<file path="src/rtl/risc_spm_pkg.sv">
// Shared constants and types for the RISC-SPM control path.
// Opcodes, state encoding, bus selects and instruction field helpers.
package risc_spm_pkg;

    localparam int WORD_SIZE = 8;
    localparam int OP_SIZE   = 4;
    localparam int SEL1_SIZE = 3;
    localparam int SEL2_SIZE = 2;

    localparam logic [OP_SIZE-1:0] OP_NOP = 4'd0;
    localparam logic [OP_SIZE-1:0] OP_ADD = 4'd1;
    localparam logic [OP_SIZE-1:0] OP_SUB = 4'd2;
    localparam logic [OP_SIZE-1:0] OP_AND = 4'd3;
    localparam logic [OP_SIZE-1:0] OP_NOT = 4'd4;
    localparam logic [OP_SIZE-1:0] OP_RD  = 4'd5;
    localparam logic [OP_SIZE-1:0] OP_WR  = 4'd6;
    localparam logic [OP_SIZE-1:0] OP_BR  = 4'd7;
    localparam logic [OP_SIZE-1:0] OP_BRZ = 4'd8;

    localparam logic [SEL1_SIZE-1:0] SEL1_PC = 3'd4;

    localparam logic [SEL2_SIZE-1:0] SEL2_ALU  = 2'd0;
    localparam logic [SEL2_SIZE-1:0] SEL2_BUS1 = 2'd1;
    localparam logic [SEL2_SIZE-1:0] SEL2_MEM  = 2'd2;

    typedef enum logic [3:0] {
        S_IDLE = 4'd0,
        S_FET1 = 4'd1,
        S_FET2 = 4'd2,
        S_DEC  = 4'd3,
        S_EX1  = 4'd4,
        S_RD1  = 4'd5,
        S_RD2  = 4'd6,
        S_WR1  = 4'd7,
        S_WR2  = 4'd8,
        S_BR1  = 4'd9,
        S_BR2  = 4'd10,
        S_HALT = 4'd11
    } state_t;

    typedef struct packed {
        logic [OP_SIZE-1:0]   alu_sel;
        logic [SEL1_SIZE-1:0] sel_bus_1;
        logic [SEL2_SIZE-1:0] sel_bus_2;
        logic [3:0]           load_r;
        logic                 load_pc;
        logic                 inc_pc;
        logic                 load_ir;
        logic                 load_add_r;
        logic                 load_reg_y;
        logic                 load_reg_z;
        logic                 mem_write;
        logic                 halted;
    } ctrl_t;

    function automatic logic [OP_SIZE-1:0] opcode_of(
        input logic [WORD_SIZE-1:0] instr
    );
        return instr[7:4];
    endfunction

    function automatic logic [1:0] src_of(input logic [WORD_SIZE-1:0] instr);
        return instr[3:2];
    endfunction

    function automatic logic [1:0] dest_of(input logic [WORD_SIZE-1:0] instr);
        return instr[1:0];
    endfunction

    function automatic logic [3:0] reg_onehot(input logic [1:0] r);
        return 4'b0001 << r;
    endfunction

endpackage

</file>
<file path="src/rtl/risc_ctrl_decode.sv">
// Combinational decode of state + instruction into strobes and next state.
// Pure function of its inputs; the state register lives in the top.
module risc_ctrl_decode
    import risc_spm_pkg::*;
(
    input  state_t                 state_i,
    input  logic [WORD_SIZE-1:0]   instruction_i,
    input  logic                   zero_i,
    output ctrl_t                  ctrl_o,
    output state_t                 state_d_o
);

    logic [OP_SIZE-1:0] op;
    logic [1:0]         src;
    logic [1:0]         dest;

    assign op   = opcode_of(instruction_i);
    assign src  = src_of(instruction_i);
    assign dest = dest_of(instruction_i);

    // Per-state strobes and transitions; everything defaults to idle/zero
    always_comb begin
        ctrl_o    = '0;
        state_d_o = S_IDLE;
        case (state_i)
            S_IDLE: state_d_o = S_FET1;
            S_FET1: begin
                ctrl_o.sel_bus_1  = SEL1_PC;
                ctrl_o.sel_bus_2  = SEL2_BUS1;
                ctrl_o.load_add_r = 1'b1;
                state_d_o         = S_FET2;
            end
            S_FET2: begin
                ctrl_o.sel_bus_2 = SEL2_MEM;
                ctrl_o.load_ir   = 1'b1;
                ctrl_o.inc_pc    = 1'b1;
                state_d_o        = S_DEC;
            end
            S_DEC: begin
                case (op)
                    OP_NOP: state_d_o = S_FET1;
                    OP_ADD, OP_SUB, OP_AND: begin
                        ctrl_o.sel_bus_1  = {1'b0, src};
                        ctrl_o.sel_bus_2  = SEL2_BUS1;
                        ctrl_o.load_reg_y = 1'b1;
                        state_d_o         = S_EX1;
                    end
                    OP_NOT: begin
                        ctrl_o.sel_bus_1  = {1'b0, src};
                        ctrl_o.sel_bus_2  = SEL2_ALU;
                        ctrl_o.alu_sel    = OP_NOT;
                        ctrl_o.load_reg_z = 1'b1;
                        ctrl_o.load_r     = reg_onehot(dest);
                        state_d_o         = S_FET1;
                    end
                    OP_RD, OP_WR, OP_BR: begin
                        ctrl_o.sel_bus_1  = SEL1_PC;
                        ctrl_o.sel_bus_2  = SEL2_BUS1;
                        ctrl_o.load_add_r = 1'b1;
                        if (op == OP_RD)
                            state_d_o = S_RD1;
                        else if (op == OP_WR)
                            state_d_o = S_WR1;
                        else
                            state_d_o = S_BR1;
                    end
                    OP_BRZ: begin
                        if (zero_i) begin
                            ctrl_o.sel_bus_1  = SEL1_PC;
                            ctrl_o.sel_bus_2  = SEL2_BUS1;
                            ctrl_o.load_add_r = 1'b1;
                            state_d_o         = S_BR1;
                        end else begin
                            // Not taken: step PC over the address byte
                            ctrl_o.inc_pc = 1'b1;
                            state_d_o     = S_FET1;
                        end
                    end
                    default: state_d_o = S_HALT;
                endcase
            end
            S_EX1: begin
                ctrl_o.sel_bus_1  = {1'b0, dest};
                ctrl_o.sel_bus_2  = SEL2_ALU;
                ctrl_o.alu_sel    = op;
                ctrl_o.load_reg_z = 1'b1;
                ctrl_o.load_r     = reg_onehot(dest);
                state_d_o         = S_FET1;
            end
            S_RD1: begin
                ctrl_o.sel_bus_2  = SEL2_MEM;
                ctrl_o.load_add_r = 1'b1;
                ctrl_o.inc_pc     = 1'b1;
                state_d_o         = S_RD2;
            end
            S_RD2: begin
                ctrl_o.sel_bus_2 = SEL2_MEM;
                ctrl_o.load_r    = reg_onehot(dest);
                state_d_o        = S_FET1;
            end
            S_WR1: begin
                ctrl_o.sel_bus_2  = SEL2_MEM;
                ctrl_o.load_add_r = 1'b1;
                ctrl_o.inc_pc     = 1'b1;
                state_d_o         = S_WR2;
            end
            S_WR2: begin
                ctrl_o.sel_bus_1 = {1'b0, src};
                ctrl_o.mem_write = 1'b1;
                state_d_o        = S_FET1;
            end
            S_BR1: begin
                ctrl_o.sel_bus_2  = SEL2_MEM;
                ctrl_o.load_add_r = 1'b1;
                state_d_o         = S_BR2;
            end
            S_BR2: begin
                ctrl_o.sel_bus_2 = SEL2_MEM;
                ctrl_o.load_pc   = 1'b1;
                state_d_o        = S_FET1;
            end
            S_HALT: begin
                ctrl_o.halted = 1'b1;
                state_d_o     = S_HALT;
            end
            default: state_d_o = S_IDLE;
        endcase
    end

endmodule

</file>
<file path="src/rtl/risc_control_unit.sv">
// Multi-cycle control FSM for the RISC-SPM datapath.
// Holds the state register; strobes come from risc_ctrl_decode.
module risc_control_unit
    import risc_spm_pkg::*;
#(
    parameter int WORD_SIZE_P = WORD_SIZE,
    parameter int OP_SIZE_P   = OP_SIZE,
    parameter int SEL1_SIZE_P = SEL1_SIZE,
    parameter int SEL2_SIZE_P = SEL2_SIZE
) (
    input  logic                   clk,
    input  logic                   rst,
    input  logic [WORD_SIZE_P-1:0] instruction,
    input  logic                   zero,
    output logic [OP_SIZE_P-1:0]   alu_sel,
    output logic [SEL1_SIZE_P-1:0] sel_bus_1,
    output logic [SEL2_SIZE_P-1:0] sel_bus_2,
    output logic [3:0]             load_r,
    output logic                   load_pc,
    output logic                   inc_pc,
    output logic                   load_ir,
    output logic                   load_add_r,
    output logic                   load_reg_y,
    output logic                   load_reg_z,
    output logic                   mem_write,
    output logic                   halted
);

    state_t state_q;
    state_t state_d;
    ctrl_t  ctrl;

    risc_ctrl_decode u_decode (
        .state_i       (state_q),
        .instruction_i (instruction),
        .zero_i        (zero),
        .ctrl_o        (ctrl),
        .state_d_o     (state_d)
    );

    // State register with synchronous active-low reset to S_IDLE
    always_ff @(posedge clk) begin
        if (!rst)
            state_q <= S_IDLE;
        else
            state_q <= state_d;
    end

    assign alu_sel    = ctrl.alu_sel;
    assign sel_bus_1  = ctrl.sel_bus_1;
    assign sel_bus_2  = ctrl.sel_bus_2;
    assign load_r     = ctrl.load_r;
    assign load_pc    = ctrl.load_pc;
    assign inc_pc     = ctrl.inc_pc;
    assign load_ir    = ctrl.load_ir;
    assign load_add_r = ctrl.load_add_r;
    assign load_reg_y = ctrl.load_reg_y;
    assign load_reg_z = ctrl.load_reg_z;
    assign mem_write  = ctrl.mem_write;
    assign halted     = ctrl.halted;

endmodule

</file>
<file path="config.mk">
export PLATFORM = sky130hd
export DESIGN_NAME = risc_control_unit
export DESIGN_NICKNAME = d
export VERILOG_FILES = /design/src/rtl/risc_spm_pkg.sv /design/src/rtl/risc_ctrl_decode.sv /design/src/rtl/risc_control_unit.sv
export SDC_FILE = /design/constraint.sdc
export NUM_CORES = 1
export LEC_CHECK = 0
export ABC_CLOCK_PERIOD_IN_PS = 2200
export CORE_MARGIN = 2
export CORE_UTILIZATION = 42
export CTS_CLUSTER_DIAMETER = 60
export DETAILED_ROUTE_END_ITERATION = 8
export PLACE_DENSITY = 0.91
export SYNTH_ARGS = -nofsm -noshare
export SYNTH_HDL_FRONTEND = slang
export SYNTH_SLANG_ARGS = --single-unit
</file>
<file path="constraint.sdc">
create_clock -name clk -period 2.2 [get_ports clk]
set_input_delay 0.33 -clock clk [delete_from_list [all_inputs] [get_ports clk]]
set_output_delay 0.33 -clock clk [all_outputs]
set_load 0.03 [all_outputs]
</file>
==> Word level (Yosys, flattened, before mapping) <==
Index checks and enable logic that the tools add are counted.
{ "op_classes": {"bitwise_logic": 0, "n_addsub": 0, "n_lt_le_gt_ge": 0, "n_mux": 27, "multipliers": 0, "n_shift": 1, "eq_ne": 19, "reduce_logical": 10, "div": 0} }
{ "ops": {"columns": ["operator", "count"], "rows": [
  ["$eq A4 B3 Y1 const B", 8],
  ["$pmux W4 S8", 1],
  ["$eq A4 B4 Y1 const B", 5],
  ["$pmux W5 S4", 1],
  ["$eq A4 B2 Y1 const B", 4],
  ["$mux W4", 4],
  ["$pmux W4 S2", 2],
  ["$pmux W4 S4", 1],
  ["$pmux W3 S4", 1],
  ["$mux W1", 10],
  ["$reduce_or A3 Y1", 3],
  ["$eq A4 B1 Y1 const B", 2],
  ["$logic_not A4 Y1", 2],
  ["$pmux W1 S2", 4],
  ["$pmux W2 S3", 1],
  ["$reduce_or A6 Y1", 1],
  ["$mux W5", 1],
  ["$reduce_or A5 Y1", 1],
  ["$reduce_or A2 Y1", 2],
  ["$reduce_or A4 Y1", 1],
  ["$shl A1 B2 Y4 const A", 1],
  ["$mux W3", 1]
]} }
{ "word_totals": {"ramBits": 0, "word_cells": 58, "memories": 0, "romBits": 0, "register_bits": 4, "in_bits": 11, "latch_bits": 0} }

==> Longest topological paths before layout <==
{ "depth": {"ltp_word": 5, "depth_mapped": 4, "depth_no_buf": 3} }

==> Cells and area by module <==
From an unflattened synthesis, not the netlist that was laid out.
{ "unflattened": {"hier_cells": 87, "hier_area_um2": 628.1} }
{ "by_module_without_submodules": {"columns": ["mod", "cells_per_inst", "instances", "area_each_um2"], "rows": [
  ["risc_ctrl_decode", 79, 1, 523.0],
  ["risc_control_unit", 8, 1, 105.1]
]} }

==> Worst setup path after synthesis <==
No wires, ideal clock.
{ "synth_timing": {"kind": "input-to-output", "startpoint": "in instruction[5]", "endpoint": "out load_r[1]", "path_buffers": 1, "t_required_ps": 1870, "path_slack_ps": 188, "arrival_time_ps": 1682, "stages": 4, "cell_sequence": "buf_2 -> nor2_1 -> a41oi_1 -> nor3b_1"} }
{ "synth_via": {"elab_chain_len": 3} }
{ "synth_lines": {"columns": ["item", "line", "rtl"], "rows": [
  ["from (decl)", "risc_control_unit.sv:13", "input logic [WORD_SIZE_P-1:0] instruction,"],
  ["$eq A4 B3 Y1", "risc_ctrl_decode.sv:40", "case (op)"],
  ["$mux W4", "risc_ctrl_decode.sv:40", null],
  ["$pmux W4 S2", "risc_ctrl_decode.sv:25", "case (state_i)"],
  ["to (decl)", "risc_control_unit.sv:18", "output logic [3:0] load_r,"]
]} }
Every way passes these cells.

==> Final worst setup path <==
{ "layout_timing": {"startpoint": "in instruction[6]", "endpoint": "out load_add_r"} }
{ "layout_via": {"elab_chain_len": 4, "word_cells_on_any_way": 7} }
{ "layout_lines": {"columns": ["item", "line", "rtl"], "rows": [
  ["$eq A4 B3 Y1", "risc_ctrl_decode.sv:40", null],
  ["$reduce_or A3 Y1", "risc_ctrl_decode.sv:40", null],
  ["$pmux W1 S2 *", "risc_ctrl_decode.sv:40", null],
  ["$pmux W1 S2 *", "risc_ctrl_decode.sv:25", null],
  ["to (decl)", "risc_control_unit.sv:22", "output logic load_add_r,"]
]} }
Mark *: on every way between the ends. The rest lies on a longest branch, timed or not.

==> flow_summary_export.csv <==
group,metric,value,unit
floorplan,die_x,42.6,um
synthesis,synth_nets,103,
synthesis,ys_ff_latch,4,
clocking,hold_buffers,0,
pwr,p_int,0.224,mW
critical_path,critPathCaptureType,"primary output",
floorplan,die_h,42.6,um
pwr,power.switching,0.146,mW
drt,met3_length,118,um
final_layout,num_antenna_cells,0,
critical_path,r2r_slack,930,ps
global_route,antenna_found_initial,0,
pwr,leakage,0.486,nW
critical_path,cp_data_required_time,1870,ps
critical_path,crit_arrival,1750,ps
final_layout,area_growth,57.5,%
timing,setup_viol,0,
final_layout,reg.largest.list,"state_q (4)",
clocking,clockRootBuffer,"clkbuf_4",
synthesis,mappedNetlistArea,624,um^2
worst_hold_path,hp-start,"state_q[0]$_SDFF_PN0_",
critical_path,worst-setup-path-type,"in -> out",
synthesis,synth_top_cell_by_area,"dfxtp_1",
clocking,path_clk_slew,40,ps
drt,wirelength,1.94,mm
final_layout,final_util,0.728,
global_route,grt_overflow,0,
critical_path,crit-reg2reg-launch,"state_q[1]$_SDFF_PN0_",
synthesis,yosys.area.top_type_share,0.128,
drt,wl_met2,940,um
clocking,clk_latency,230,ps
placed_design,portBuffers,31,
run_status,outcome,"finished clean",
pwr,clkPwrFrac,0.245,
worst_hold_path,hold_depth,2,
drt,routed.top_layer,"met4",
drt,drc_errors,0,
final_layout,drive_above_1_share,0.268,
clocking,clock-sinks,4,
timing,slew_viol_final,0,
placed_design,gp_congestion,0.858,
critical_path,r2r-end,"state_q[2]$_SDFF_PN0_",
final_layout,largest_reg_flops,4,
global_route,grt_pass1_vias,712,
final_layout,layout_commonest_cell,"buf_4",
critical_path,start_kind,"input port",
timing,slew_headroom,0.756,
global_route,grt_pass1_wl,3.24,mm
drt,drt_iter0_markers,27,
timing,rsz0062_at_grt,"no",
synthesis,syn_inst,92,
global_route,grt.total_usage,0.230,
synthesis,async_flop_share,0,
drt,wl_met1,873,um
worst_hold_path,hold_path.class,"reg -> reg",
drt,vias_per_cell,5.93,
timing,fin_crit_sh,0.947,
synthesis,yosys_warnings,0,
clocking,cts_buffers,3,
drt,vias,842,
synthesis,ys_types,37,
floorplan,core-area,0.00135,mm^2
floorplan,initial_utilization,0.462,
final_layout,final_cell_mix,"24 x buf_4, 11 x clkdlybuf4s50_1, 8 x nor2_1, 7 x nand2_1",
critical_path,reg2regPathDepth,4,
synthesis,synth_edf_count,0,
synthesis,synthTopCellsByArea,"dfxtp_1 13%, a22o_1 5.6%, nor2b_1 5.0%",
final_layout,layout.nets,140,
drt,ant_nets,0,
worst_hold_path,worst_hold_path.endpoint,"state_q[3]$_SDFF_PN0_",
flow_run,max-cap-violations,0,
clocking,postCtsSetupBuffers,0,
floorplan,io_pins,32,
drt,wl_per_cell,13.7,um
synthesis,syn_avg_cell_area,6.79,um^2
final_layout,largest-register,"state_q",
synthesis,seq_area_frac_synth,0.128,
drt,dr.pass1.iters,4,
timing,finalHoldViolCount,0,
timing,fin_skew,3.05,ps
floorplan,rows,13,
pwr,switching_share,0.395,
pwr,p_comb_frac,0.490,
timing,clock.fmax,0.480,GHz
synthesis,synth_flop_cell,"dfxtp_1",
global_route,grt_max_degree,18,
pwr,seq_power_share,0.264,
floorplan,fp.dieArea,0.00181,mm^2
critical_path,path_max_fanout,5,
clocking,htree_levels,1,
clocking,cts_buffer_depth,2,
timing,setup_tns,0,ps
clocking,tritoncts,"built",
pwr,powerDensity,376,mW/mm^2
final_layout,nFillCells,115,
placed_design,dp_hpwl,1.46,mm
timing,max_slew.worst_pin.slew,361,ps
timing,min_period,2080,ps
pwr,irDropWorstVdd,0.000196,V
per-layer routing:
metal,GRT usage,vias up
met3,0.0388,2
met4,0.0938,0
li1,-,413
met1,0.338,395
met5,0,-
met2,0.326,32
power by group through the flow:
stage          Clock (mW)  Sequential [mW]  Combinational, mW
6_report           0.0906           0.0978              0.181
5_1_grt             0.104           0.0998              0.196
4_1_cts            0.0929           0.0958              0.180
3_5_place_dp            0           0.0964              0.179
3_3_place_gp            0           0.0965              0.175
2_1_floorplan           0           0.0853              0.118
logic make-up (layout without fill, tap and decap cells):
group	after synthesis	in the layout	share of synthesized area
AND/OR/NAND/NOR	48	48	0.453
AO/OA/AOI/OAI	29	29	0.339
buffers and inverters	11	46	0.0802
flip-flops	4	4	0.128
worst max-delay path by stage:
stage	slack (ps)	startpoint	cells after the start	end
after floorplan	190	instruction[5]	4	load_r[1]
after global placement	90	instruction[5]	5	load_add_r
after detailed placement	50	instruction[5]	5	load_add_r
after CTS	9	state_q[3]$_SDFF_PN0_	4	sel_bus_2[1]
after global routing	4	state_q[0]$_SDFF_PN0_	4	load_r[1]
final	120	instruction[6]	5	load_add_r
timing repair:
item                       4_1_cts  5_1_grt
setup endpoints to repair        0       12
resized for setup                0        8
hold endpoints to repair         0        0
cells in the mapped netlist (2+ instances only):
cell type / n
dfxtp_1: 4
nand2b_1: 4
a21o_1: 2
a211oi_1: 2
nand2_1: 7
and2_1: 3
buf_2: 4
nand3_1: 5
a22o_1: 4
a21oi_1: 3
a31oi_1: 2
nor3b_1: 4
nor2b_1: 5
inv_1: 4
nor2_1: 8
nor3_1: 5
clkbuf_1: 2
o21ai_0: 5
critical path, cell delays in order:
cell and delay, ps:
clkdlybuf4s50_1 530, nor4b_4 360, a22oi_1 160, a31oi_1 190, buf_4 180
per-stage QoR:
| stage | power (mW) | hold slack, ps | cells | cell area, um^2 | worst slack (ps) |
|---|---|---|---|---|---|
| floorplan | 0.203 | 448 | 92 | 624 | 188 |
| global placement | 0.272 | 654 | 139 | 938 | 86.7 |
| detailed placement | 0.275 | 681 | 139 | 938 | 47.3 |
| CTS | 0.369 | 701 | 142 | 961 | 8.69 |
| global route | 0.399 | 646 | 142 | 983 | 4.05 |
| finish | 0.370 | 604 | 142 | 983 | 116 |
final cells by class:
| type | count | area (um^2) | area share |
|---|---|---|---|
| Tap cell | 15 | 18.8 | 0.0191 |
| Clock buffer | 3 | 22.5 | 0.0229 |
| Timing Repair Buffer | 39 | 340 | 0.346 |
| Multi-Input combinational cell | 77 | 503 | 0.511 |
| Sequential cell | 4 | 83.8 | 0.0852 |
| Inverter | 4 | 15.0 | 0.0153 |
Power figures use the tool's default switching activity.
==> edit: new RTL, same settings <==
Add an input register stage for `instruction` and `zero`, without a reset; this delays them by one clock. Comments in the files are not updated.
--- a/src/rtl/risc_control_unit.sv
+++ b/src/rtl/risc_control_unit.sv
@@ -26,14 +26,22 @@
     output logic                   halted
 );
 
+    logic [WORD_SIZE_P-1:0] instruction_q;
+    logic zero_q;
+
+    always_ff @(posedge clk) begin
+        instruction_q <= instruction;
+        zero_q        <= zero;
+    end
+
     state_t state_q;
     state_t state_d;
     ctrl_t  ctrl;
 
     risc_ctrl_decode u_decode (
         .state_i       (state_q),
-        .instruction_i (instruction),
-        .zero_i        (zero),
+        .instruction_i (instruction_q),
+        .zero_i        (zero_q),
         .ctrl_o        (ctrl),
         .state_d_o     (state_d)
     );
Behaviour: not the same (Yosys sat finds a counterexample within 4 cycles, from zero or initial values and one cycle with rst low).
==> edit against the unedited design <==
  * Clock power increased by 63%
  * Cell count increased by 16%
  * Routed wire length increased by 12%
  * Sequential cell count increased by 9
  * Worst setup slack got worse by 0.077 ns
  * Hold slack got worse by 0.12 ns
  * Total power increased by 64%
  * First-iteration DRC count decreased by 30%
  * Area after synthesis increased by 32%
  * Maximum frequency decreased by 3.6%
  * Cell area increased by 25%
  * Die area increased by 29%
  * Largest power group is now registers
==> edit: results (changes against the unedited design) <==
{| class="wikitable"
! Metric !! Value
|-
| Result of the run || complete, no violations
|-
| Arrival @ worst endpoint || 1.83 ns (+0.08 ns)
|-
| Total leakage power || 0.528 nW (+8.5%)
|-
| Post-DP HPWL || 1700 µm (+16%)
|-
| CP max FO || 14 (+9)
|-
| IR Drop Worst-Case VDD || 0.000360 V (+83%)
|-
| DR vias || 905 (+7.5%)
|-
| Source of the worst hold timing path || instruction[6]
|-
| Class of the most critical hold timing path || in2reg
|-
| Net count of the finished layout || 150 (+7.1%)
|-
| Yosys synthesis warning count || 0 (unchanged)
|-
| Root buffer selected by CTS || sky130_fd_sc_hd__clkbuf_4
|-
| Setup Fix Bufs, Post-CTS || 0 (unchanged)
|-
| Sequential fraction of the synthesis area || 0.315 (+0.186)
|-
| Cells taking the most area after synthesis || sky130_fd_sc_hd__dfxtp_1 (31%), sky130_fd_sc_hd__a21oi_1 (4.2%), sky130_fd_sc_hd__a22o_1 (4.2%), sky130_fd_sc_hd__nor2b_1 (3.8%), sky130_fd_sc_hd__buf_2 (3.6%)
|-
| Destination of the critical timing path || load_r[2]
|-
| Library cells used by synthesis || 39 (+5.4%)
|-
| Maximum number of pins on one net before global-route repair || 15 (-3)
|-
| Max stage delay on crit path || 0.49 ns (-0.04 ns)
|-
| Global router's overall resource usage || 0.188 (-0.0427)
|-
| Worst setup path startpoint || state_q[1]
|-
| Clk slew on worst S/H paths || 0.07 ns (+0.03 ns)
|-
| Syn_nets || 113 (+9.7%)
|-
| Worst-Skew Late Latency || 0.28 ns (+0.05 ns)
|-
| Fraction of layout instances using a drive strength above 1 || 0.225 (-0.0431)
|-
| Largest registers in the final layout || instruction_q x8, state_q x4, zero_q x1
|-
| Wire length of the first global-routing pass || 3380 µm (+4.5%)
|-
| Reg2reg end || state_q[3]
|-
| Detailed Route Iter0 Violations || 19 (-30%)
|-
| Number of buffers on the longest clock path || 2 (unchanged)
|-
| Number of global-route vias before repair || 788 (+11%)
|-
| Reg-to-reg critical path startpoint || instruction_q[4]
|-
| Final GP Congestion || 0.917 (+6.9%)
|-
| Detailed Routing Iterations Pass 1 || 4 (unchanged)
|-
| Total placed instance area || 1190 µm² (+27%)
|-
| Leading post-synthesis cells by instance count || sky130_fd_sc_hd__dfxtp_1 (13), sky130_fd_sc_hd__a21oi_1 (7), sky130_fd_sc_hd__nand2_1 (7), sky130_fd_sc_hd__nor2_1 (7), sky130_fd_sc_hd__buf_2 (6)
|-
| Routed length per placed instance || 13.2 µm (-3.7%)
|-
| Antenna violations before repair || 0 (unchanged)
|-
| Skew final || 0.00103 ns (-0.00203 ns)
|-
| Cell with the largest stage delay on the worst path || sky130_fd_sc_hd__dfxtp_2
|-
| R2R setup slack || 0.88 ns (-0.05 ns)
|-
| Total internal power || 0.406 mW (+81%)
|-
| Transition time at the pin with the least slew margin || 0.377 ns (+0.0163 ns)
|}
-- edit: final cells by class --
type,instances,area [µm²]
fillers,159,677
multi-input cells,78,523
repair buffers,42,374
flip-flops and latches,13,264
well taps,27,33.8
clock buffers,4,26.3
inverters,1,3.75
-- edit: how the worst min path moves through the flow --
stage / slack (ns) / cells after the start / to
2_1_floorplan: 0.36 / 0 / instruction_q[0]
3_3_place_gp: 0.55 / 1 / state_q[0]
3_5_place_dp: 0.58 / 1 / state_q[0]
4_1_cts: 0.49 / 1 / instruction_q[1]
5_1_grt: 0.49 / 1 / instruction_q[4]
6_report: 0.49 / 1 / instruction_q[6]
-- edit: power groups by stage --
stage / Combinational (mW) / Clock [mW] / Sequential (mW)
after detailed placement: 0.187 / 0 / 0.280
after global routing: 0.194 / 0.163 / 0.280
after floorplan: 0.127 / 0 / 0.263
final: 0.182 / 0.148 / 0.278
after CTS: 0.181 / 0.150 / 0.276
after global placement: 0.184 / 0 / 0.279
-- edit: critical path, delay by kind of cell, from the launching register on --
family	cells	cell delay, ns
AOI/OAI and AO/OA	1	0.18
buffers and inverters	2	0.36
DFF	1	0.49
and+or+nand+nor	2	0.52
-- edit: logic make-up (layout without fill, tap and decap cells) --
kind of cell,count (synthesis),after routing,share of synthesized area
buffers and inverters,11,47,0.0590
DFF,13,13,0.315
and+or+nand+nor,48,48,0.369
AOI/OAI and AO/OA,30,30,0.257
-- edit: stage by stage --
stage | cells | worst slack [ns] | power, mW
2_1_floorplan | 102 | -0.0396 | 0.390
3_3_place_gp | 161 | 0.125 | 0.462
3_5_place_dp | 161 | 0.104 | 0.467
4_1_cts | 165 | 0.00747 | 0.607
5_1_grt | 165 | -0.0854 | 0.637
6_report | 165 | 0.0395 | 0.607
-- edit: metal layers --
metal / routed length [µm] / global-route usage / vias to the layer above
met3: 85 / 0.00926 / 7
met4: 60 / 0.114 / 0
li1: - / - / 453
met5: 0 / 0 / -
met1: 919 / 0.211 / 410
met2: 1110 / 0.347 / 35
-- edit: timing repair --
item,in CTS,in global routing
gates resized for setup,9,9
hold buffers,0,0
setup endpoints to repair,11,13
pin swaps,0,3
